[src/rtl/cube_result_collector.sv]
// Buffers accepted cube edge-set words in a FIFO and histograms them by edge count (0..12) plus a total.
// Latency: push-to-out_valid 1 cycle (no bypass); hist_data 1 cycle after hist_sel. Optional macro CUBE_COLLECTOR_SAT_EN.
// Backpressure: in_ready low when full or during clr; no same-cycle refill of a full FIFO.
module cube_result_collector #(
    parameter int DEPTH = 16,
    parameter int CNT_W = 12
) (
    input  logic                     clk,
    input  logic                     rst,
    input  logic                     clr,
    input  logic                     in_valid,
    output logic                     in_ready,
    input  logic [11:0]              in_cube,
    output logic                     out_valid,
    input  logic                     out_ready,
    output logic [11:0]              out_cube,
    output logic [3:0]               out_popcnt,
    input  logic [3:0]               hist_sel,
    output logic [CNT_W-1:0]         hist_data,
    output logic [CNT_W-1:0]         total,
    output logic [$clog2(DEPTH):0]   fifo_level,
    output logic                     hist_ovf
);

    localparam int AW    = $clog2(DEPTH);
    localparam int NBINS = 13;
    localparam logic [AW:0] FULL_LVL = (AW+1)'(DEPTH);

    function automatic logic [3:0] popcnt12(input logic [11:0] v);
        logic [3:0] s;
        s = 4'd0;
        for (int i = 0; i < 12; i++) s = s + 4'(v[i]);
        return s;
    endfunction

    logic [11:0]      r_mem [DEPTH];
    logic [AW-1:0]    r_wr_ptr;
    logic [AW-1:0]    r_rd_ptr;
    logic [AW:0]      r_level;
    logic [CNT_W-1:0] r_bin [NBINS];
    logic [CNT_W-1:0] r_total;
    logic [CNT_W-1:0] r_hist_data;
    logic [CNT_W-1:0] w_hist_mux;
    logic [3:0]       w_in_pc;
    logic             w_push;
    logic             w_pop;

    assign in_ready   = (r_level != FULL_LVL) && !clr;
    assign out_valid  = (r_level != '0);
    assign w_push     = in_valid && in_ready;
    assign w_pop      = out_valid && out_ready;
    assign w_in_pc    = popcnt12(in_cube);
    // Head is masked while empty so out_cube reads 0 after reset without resetting the array.
    assign out_cube   = out_valid ? r_mem[r_rd_ptr] : 12'h000;
    assign out_popcnt = popcnt12(out_cube);
    assign fifo_level = r_level;
    assign total      = r_total;
    assign hist_data  = r_hist_data;

    always_ff @(posedge clk) begin
        if (w_push) r_mem[r_wr_ptr] <= in_cube;
    end

    always_ff @(posedge clk) begin
        if (rst || clr) begin
            r_wr_ptr <= '0;
            r_rd_ptr <= '0;
            r_level  <= '0;
        end else begin
            if (w_push) r_wr_ptr <= r_wr_ptr + 1'b1;
            if (w_pop)  r_rd_ptr <= r_rd_ptr + 1'b1;
            case ({w_push, w_pop})
                2'b10:   r_level <= r_level + 1'b1;
                2'b01:   r_level <= r_level - 1'b1;
                default: r_level <= r_level;
            endcase
        end
    end

`ifdef CUBE_COLLECTOR_SAT_EN
    logic r_ovf;
    assign hist_ovf = r_ovf;
`else
    assign hist_ovf = 1'b0;
`endif

    always_ff @(posedge clk) begin
        if (rst || clr) begin
            for (int b = 0; b < NBINS; b++) r_bin[b] <= '0;
            r_total <= '0;
`ifdef CUBE_COLLECTOR_SAT_EN
            r_ovf   <= 1'b0;
`endif
        end else if (w_push) begin
            for (int b = 0; b < NBINS; b++) begin
                if (w_in_pc == 4'(b)) begin
`ifdef CUBE_COLLECTOR_SAT_EN
                    if (r_bin[b] == '1) r_ovf <= 1'b1;
                    else                r_bin[b] <= r_bin[b] + 1'b1;
`else
                    r_bin[b] <= r_bin[b] + 1'b1;
`endif
                end
            end
`ifdef CUBE_COLLECTOR_SAT_EN
            if (r_total == '1) r_ovf <= 1'b1;
            else               r_total <= r_total + 1'b1;
`else
            r_total <= r_total + 1'b1;
`endif
        end
    end

    // Selects 13..15 fall through to 0.
    always_comb begin
        w_hist_mux = '0;
        for (int b = 0; b < NBINS; b++) begin
            if (hist_sel == 4'(b)) w_hist_mux = r_bin[b];
        end
    end

    always_ff @(posedge clk) begin
        if (rst) r_hist_data <= '0;
        else     r_hist_data <= w_hist_mux;
    end

endmodule

[config.mk]
export PLATFORM = sky130hd
export DESIGN_NAME = cube_result_collector
export DESIGN_NICKNAME = d
export VERILOG_FILES = /design/src/rtl/cube_result_collector.sv
export SDC_FILE = /design/constraint.sdc
export NUM_CORES = 1
export LEC_CHECK = 0
export CORE_AREA = 2 2 254 256
export CTS_CLUSTER_DIAMETER = 80
export CTS_CLUSTER_SIZE = 8
export DETAILED_ROUTE_END_ITERATION = 8
export DIE_AREA = 0 0 256 258
export SYNTH_ARGS = -nofsm -noshare
export SYNTH_HDL_FRONTEND = slang
export SYNTH_SLANG_ARGS = --single-unit
[constraint.sdc]
create_clock -name clk -period 10.5 [get_ports clk]
set_clock_uncertainty 0.05 [all_clocks]
set_input_delay 2.1 -clock clk [delete_from_list [all_inputs] [get_ports clk]]
set_output_delay 2.1 -clock clk [all_outputs]
set_load 0.1 [all_outputs]
==> Word level (Yosys, flattened, before mapping) <==
Memories as Yosys holds them, arrays and structs flattened. A register that Yosys moved wholly into a read port is not among the register bits.
Index checks and enable logic that the tools add are counted.
{ "totals": {"mem_count": 2, "in_bits": 21, "register_bits": 37, "ram_bits": 348} }
{ "op_classes": {"reduce_logical": 9, "n_mux": 86, "bitwise_logic": 13, "n_addsub": 40, "n_eq_ne": 27} }
{ "memory_table": {"columns": ["name", "words", "width", "read_ports", "rd_ports_with_merged_regs", "write_ports", "line_no", "text"], "rows": [
  ["r_mem", 16, 12, 1, 1, 1, "36", "logic [11:0] r_mem [DEPTH];"],
  ["r_bin", 13, 12, 13, 0, 13, "40", "logic [CNT_W-1:0] r_bin [NBINS];"]
]} }
{ "ops": {"columns": ["operator", "n"], "rows": [
  ["$mux W12", 27],
  ["$add A12 B1 Y12 const B", 14],
  ["$add A4 B1 Y4", 16],
  ["$mux W1", 56],
  ["$eq A4 B4 Y1 const B", 10],
  ["$eq A4 B3 Y1 const B", 8],
  ["$eq A4 B2 Y1 const B", 4],
  ["$or A1 B1 Y1", 13],
  ["$pmux W5 S2", 1],
  ["$add A3 B1 Y4", 2],
  ["$add A4 B1 Y4 const B", 2],
  ["$eq A4 B1 Y1 const B", 2],
  ["$logic_not A4 Y1", 2],
  ["$mux W4", 2],
  ["$add A2 B1 Y3", 2],
  ["$add A5 B1 Y5 const B", 1],
  ["$ne A5 B5 Y1 const B", 1],
  ["$reduce_bool A5 Y1", 1],
  ["$sub A5 B1 Y5 const B", 1],
  ["$add A1 B1 Y2", 2],
  ["$logic_and A1 B1 Y1", 3],
  ["$eq A2 B1 Y1 const B", 1],
  ["$eq A2 B2 Y1 const B", 1],
  ["$reduce_bool A2 Y1", 1],
  ["2 further kinds", 2]
]} }

==> Depth between registers and ports, before layout <==
{ "depth": {"ltp_word": 17, "depth_mapped": 14, "ltp_nobuf": 13} }

==> Worst setup path before layout <==
OpenSTA, ideal clock, no wires.
{ "synth_timing": {"kind": "flip-flop to output port", "startpoint": "reg r_level[0] (netlist: fifo_level[0])", "endpoint": "out out_popcnt[2]", "path_buffers": 1, "setup_slack_ps": 217, "arrival_time_ps": 8133, "path_stages_with_launch": 15, "cell_sequence": "dfxtp_1 nor4_2 nand2_1 nand2_1 clkbuf_1 o22ai_1 fa_1 inv_1 fa_1 fa_1 inv_1 fa_1 ha_1 fa_1 xor2_1"} }
{ "synth_between": {"elab_chain_len": 13} }
{ "synth_rtl": {"columns": ["element", "line_no", "text"], "rows": [
  ["start, declared", "39", "logic [AW:0] r_level;"],
  ["start signal, assigned", "73", "2'b10: r_level <= r_level + 1'b1;"],
  ["start signal, assigned", "74", "2'b01: r_level <= r_level - 1'b1;"],
  ["start signal, assigned", "75", "default: r_level <= r_level;"],
  ["$reduce_bool A5 Y1", "49", "assign out_valid = (r_level != '0);"],
  ["named net out_valid", "14", "output logic out_valid,"],
  ["$mux W12", "54", "assign out_cube = out_valid ? r_mem[r_rd_ptr] : 12'h000;"],
  ["named net out_cube[1]", "16", "output logic [11:0] out_cube,"],
  ["$add A1 B1 Y2", "32", "for (int i = 0; i < 12; i++) s = s + 4'(v[i]);"],
  ["$add A2 B1 Y3", "32", null],
  ["$add A3 B1 Y4", "32", null],
  ["$add A4 B1 Y4 (8 in a row)", "32", null],
  ["end, declared", "17", "output logic [3:0] out_popcnt,"]
]} }
The timed path passes the listed nets, and every way through them passes these cells.

==> Worst setup path after layout <==
{ "layout_timing": {"startpoint": "reg r_level[0] (netlist: fifo_level[0])", "endpoint": "out out_popcnt[2]"} }
{ "layout_between": {"elab_chain_len": 13} }
{ "layout_rtl": {"columns": ["element", "line_no"], "rows": [
  ["$reduce_bool A5 Y1 (*)", "49"],
  ["$mux W12 (*)", "54"],
  ["$add A1 B1 Y2", "32"],
  ["$add A2 B1 Y3", "32"],
  ["$add A3 B1 Y4", "32"],
  ["$add A4 B1 Y4 (7 in a row)", "32"],
  ["$add A4 B1 Y4 (*)", "32"]
]} }
Mark *: on every way between the ends. The rest lies on a longest branch, timed or not.

==> results.sh <==
export IMPL_cts_buffers=54
export IMPL_wl_microns=47300
export IMPL_cts_buffer_depth=3
export IMPL_cp_end_kind="primary output"
export IMPL_cp_startpoint="fifo_level[0]$_SDFFE_PP0P_"
export IMPL_via_count=12000
export IMPL_reg2reg_from="fifo_level[0]$_SDFFE_PP0P_"
export IMPL_cts_setup_buffers=0
export IMPL_rsz0062_at_grt="false"
export IMPL_routedWlPerCell_microns=19.4
export IMPL_synth_compound_area_share_pct=5.59
export IMPL_core_area_sq_um=63600
export IMPL_cts_sinks=389
export IMPL_synth_mux_area_share_pct=9.37
export IMPL_fin_nets=1605
export IMPL_min_path_type="flop to flop"
export IMPL_vias_per_cell=4.94
export IMPL_drtIter0Drc=1183
export IMPL_fillers=6174
export IMPL_synthAdderAreaFrac_pct=3.66
export IMPL_cts_hold_buf=0
export IMPL_path_clk_slew_ns=0.05
export IMPL_die_x_microns=256
export IMPL_dieArea_sq_um=66000
export IMPL_first_pass_iters=7
export IMPL_critPathRequiredTime_ns=8.35
export IMPL_fin_util_pct=34.8
export IMPL_cts_resized=0
export IMPL_ys_types=64
export IMPL_fin_tns_setup_ns=0
export IMPL_first_global_vias=12100
export IMPL_fin_crit_sh_pct=83.2
export IMPL_area_growth_pct=17.7
export IMPL_yosysTopAreaCell="edfxtp_1"
export IMPL_ys_ff_latch=389
export IMPL_tritoncts="built"
export IMPL_grt_pass1_wl_microns=73300
export IMPL_path_max_fanout=12
export IMPL_p_per_area_nw_per_um2=175
export IMPL_layout_drive_gt1_share_pct=10.7
export IMPL_synth_area_leaders="edfxtp_1 56%, mux4_2 6.8%, dfxtp_1 4.4%, nor2_1 4.1%, xor2_1 4.0%"
export IMPL_slew_violations=0
export IMPL_slew_headroom_pct=14.1
export IMPL_synth_top_area_share_pct=55.5
export IMPL_synth_top_family_by_area="simple AND/OR/NAND/NOR gates"
export IMPL_gr_total_overflow=0
export IMPL_drv_cap=0
export IMPL_die_h_microns=258
export IMPL_layout_common_cells="348 x edfxtp_1, 203 x nor2_1, 86 x xor2_1"
export IMPL_rrSetupSlack_ns=6.86
export IMPL_period_minus_slack_ns=8.74
export IMPL_grt_antenna_before_repair=1
export IMPL_synthSimpleGateAreaFrac_pct=12.5
export IMPL_rows=93
export IMPL_yosys_most_used_dff="edfxtp_1"
export IMPL_fmax_mhz=114
export IMPL_grt_max_degree=64
export IMPL_vdd_drop_max_uv=117
export IMPL_path_class="flop to primary output"
export IMPL_port_buffers=67
export IMPL_drc=0
export IMPL_endpoint="out_popcnt[2]"
export IMPL_synth_edf_count=348
export IMPL_synthCells=1453
export IMPL_layout_commonest_cell="edfxtp_1"
export IMPL_setup_viol=0
export IMPL_cp_arrival_ns=6.59
export IMPL_syn_num_nets=1520
export IMPL_start_util_pct=29.6
export IMPL_regToRegEndpoint="fifo_level[4]$_SDFFE_PP0P_"
export IMPL_async_flop_share_pct=0
export IMPL_post_dp_hpwl_microns=31400
export IMPL_start_kind="flop"
export IMPL_track_usage_pct=14.2
export IMPL_ant_nets=0
export IMPL_p_leak_nw=7.31
export IMPL_worst_pin_slew_ns=1.28
export IMPL_ctsHtreeMaxLevel=2
export IMPL_status="finished clean"
export IMPL_clkLatencyLatePin_ns=0.60
export IMPL_syn_area_per_cell_sq_um=13.0
export IMPL_synth_xor_area_share_pct=6.61
export IMPL_netlist_area_sq_um=18800
export IMPL_place_congestion=0.872
export IMPL_io_pin_count=69
export IMPL_n_antenna_cell=0
export IMPL_root_buffer="clkbuf_16"
export IMPL_r2r_cells=12
export IMPL_ys_seq_area_share_pct=59.9
export IMPL_hold_viol=0
export IMPL_yosys_warnings=0
==> worst max-delay path, cell delays in order (launching register included) <==
cell and delay [ns]:
dfxtp_1 0.36, nor4_2 0.66, nand2_1 0.21, nand2b_1 0.49, o22ai_1 0.26, fa_1 0.62, inv_1 0.07, fa_1 0.46
fa_1 0.49, inv_1 0.05, fa_1 0.43, ha_1 0.22, fa_1 0.38, xor2_1 0.14, clkdlybuf4s50_1 1.15
==> through the flow <==
step                cell area [sq um]  hold WS, ns  setup slack (ns)  instances  power, W
floorplan                       18800        0.435             0.217       1453   0.00211
global route                    22100        0.515              1.43       2438   0.00401
CTS                             22100        0.474              1.68       2438   0.00390
detailed placement              20500        0.466              2.31       2337   0.00225
global placement                20500        0.447              2.36       2337   0.00224
finish                          22100        0.483              1.76       2438   0.00387
==> how the worst min path moves through the flow <==
stage / start / to / cells past startpoint
6_report: total[3]$_SDFFE_PP0P_ / total[3]$_SDFFE_PP0P_ / 2
3_5_place_dp: total[1]$_SDFFE_PP0P_ / total[1]$_SDFFE_PP0P_ / 2
3_3_place_gp: total[11]$_SDFFE_PP0P_ / total[11]$_SDFFE_PP0P_ / 2
4_1_cts: total[1]$_SDFFE_PP0P_ / total[1]$_SDFFE_PP0P_ / 2
2_1_floorplan: r_rd_ptr[3]$_SDFFE_PP0P_ / flop / 2
5_1_grt: total[3]$_SDFFE_PP0P_ / total[3]$_SDFFE_PP0P_ / 2
==> layout make-up <==
cell class	instances	area, sq um	area share [%]
well taps	855	1070	4.83
multi-input cells	950	7150	32.3
flip-flops and latches	389	11300	50.9
clock buffers	97	1510	6.83
repair buffers	95	871	3.93
clock inverters	4	81.3	0.367
inverters	48	180	0.814
==> Yosys cell counts, types with 16 or more instances <==
cell type	number
a21oi_1	35
and3_1	45
buf_2	16
clkbuf_1	41
dfxtp_1	41
edfxtp_1	348
ha_1	31
inv_1	48
mux2i_1	40
mux4_2	57
nand2_1	72
nand2b_1	16
nand3_1	53
nand4_1	24
nor2_1	207
nor2b_1	17
o21ai_0	49
xnor2_1	56
xor2_1	86
==> registers in the layout, indices dropped and copies added (netlist names), named ones only <==
name	cells
r_wr_ptr	4
r_bin	156
hist_data	12
fifo_level	5
total	12
r_mem	192
r_rd_ptr	4
==> power by group <==
part	total, W	switching, W	internal [W]
combinational	0.000418	0.000282	0.000136
sequential	0.00181	0.0000649	0.00175
clock	0.00164	0.000675	0.000969
total	0.00387	0.00102	0.00285
==> logic make-up (layout without fill, tap and decap cells) <==
logic type / count (synthesis) / after routing
other: 1 / 1
and+or+nand+nor: 493 / 493
AOI/OAI and AO/OA: 164 / 164
DFF: 389 / 389
buffers and inverters: 114 / 244
adders and majority gates: 46 / 46
muxes: 104 / 104
xor gates and xnor gates: 142 / 142
==> metal layers <==
metal  GRT usage (%)  share of wire [%]  vias to the layer above
met3            2.95                6.6                       86
met1            18.9                 43                     5984
met4            4.16                2.7                        0
met2            23.4                 47                      410
li1                -                  -                     5558
met5               0                  0                        -
Note: power is estimated with default switching activity, not from simulation.
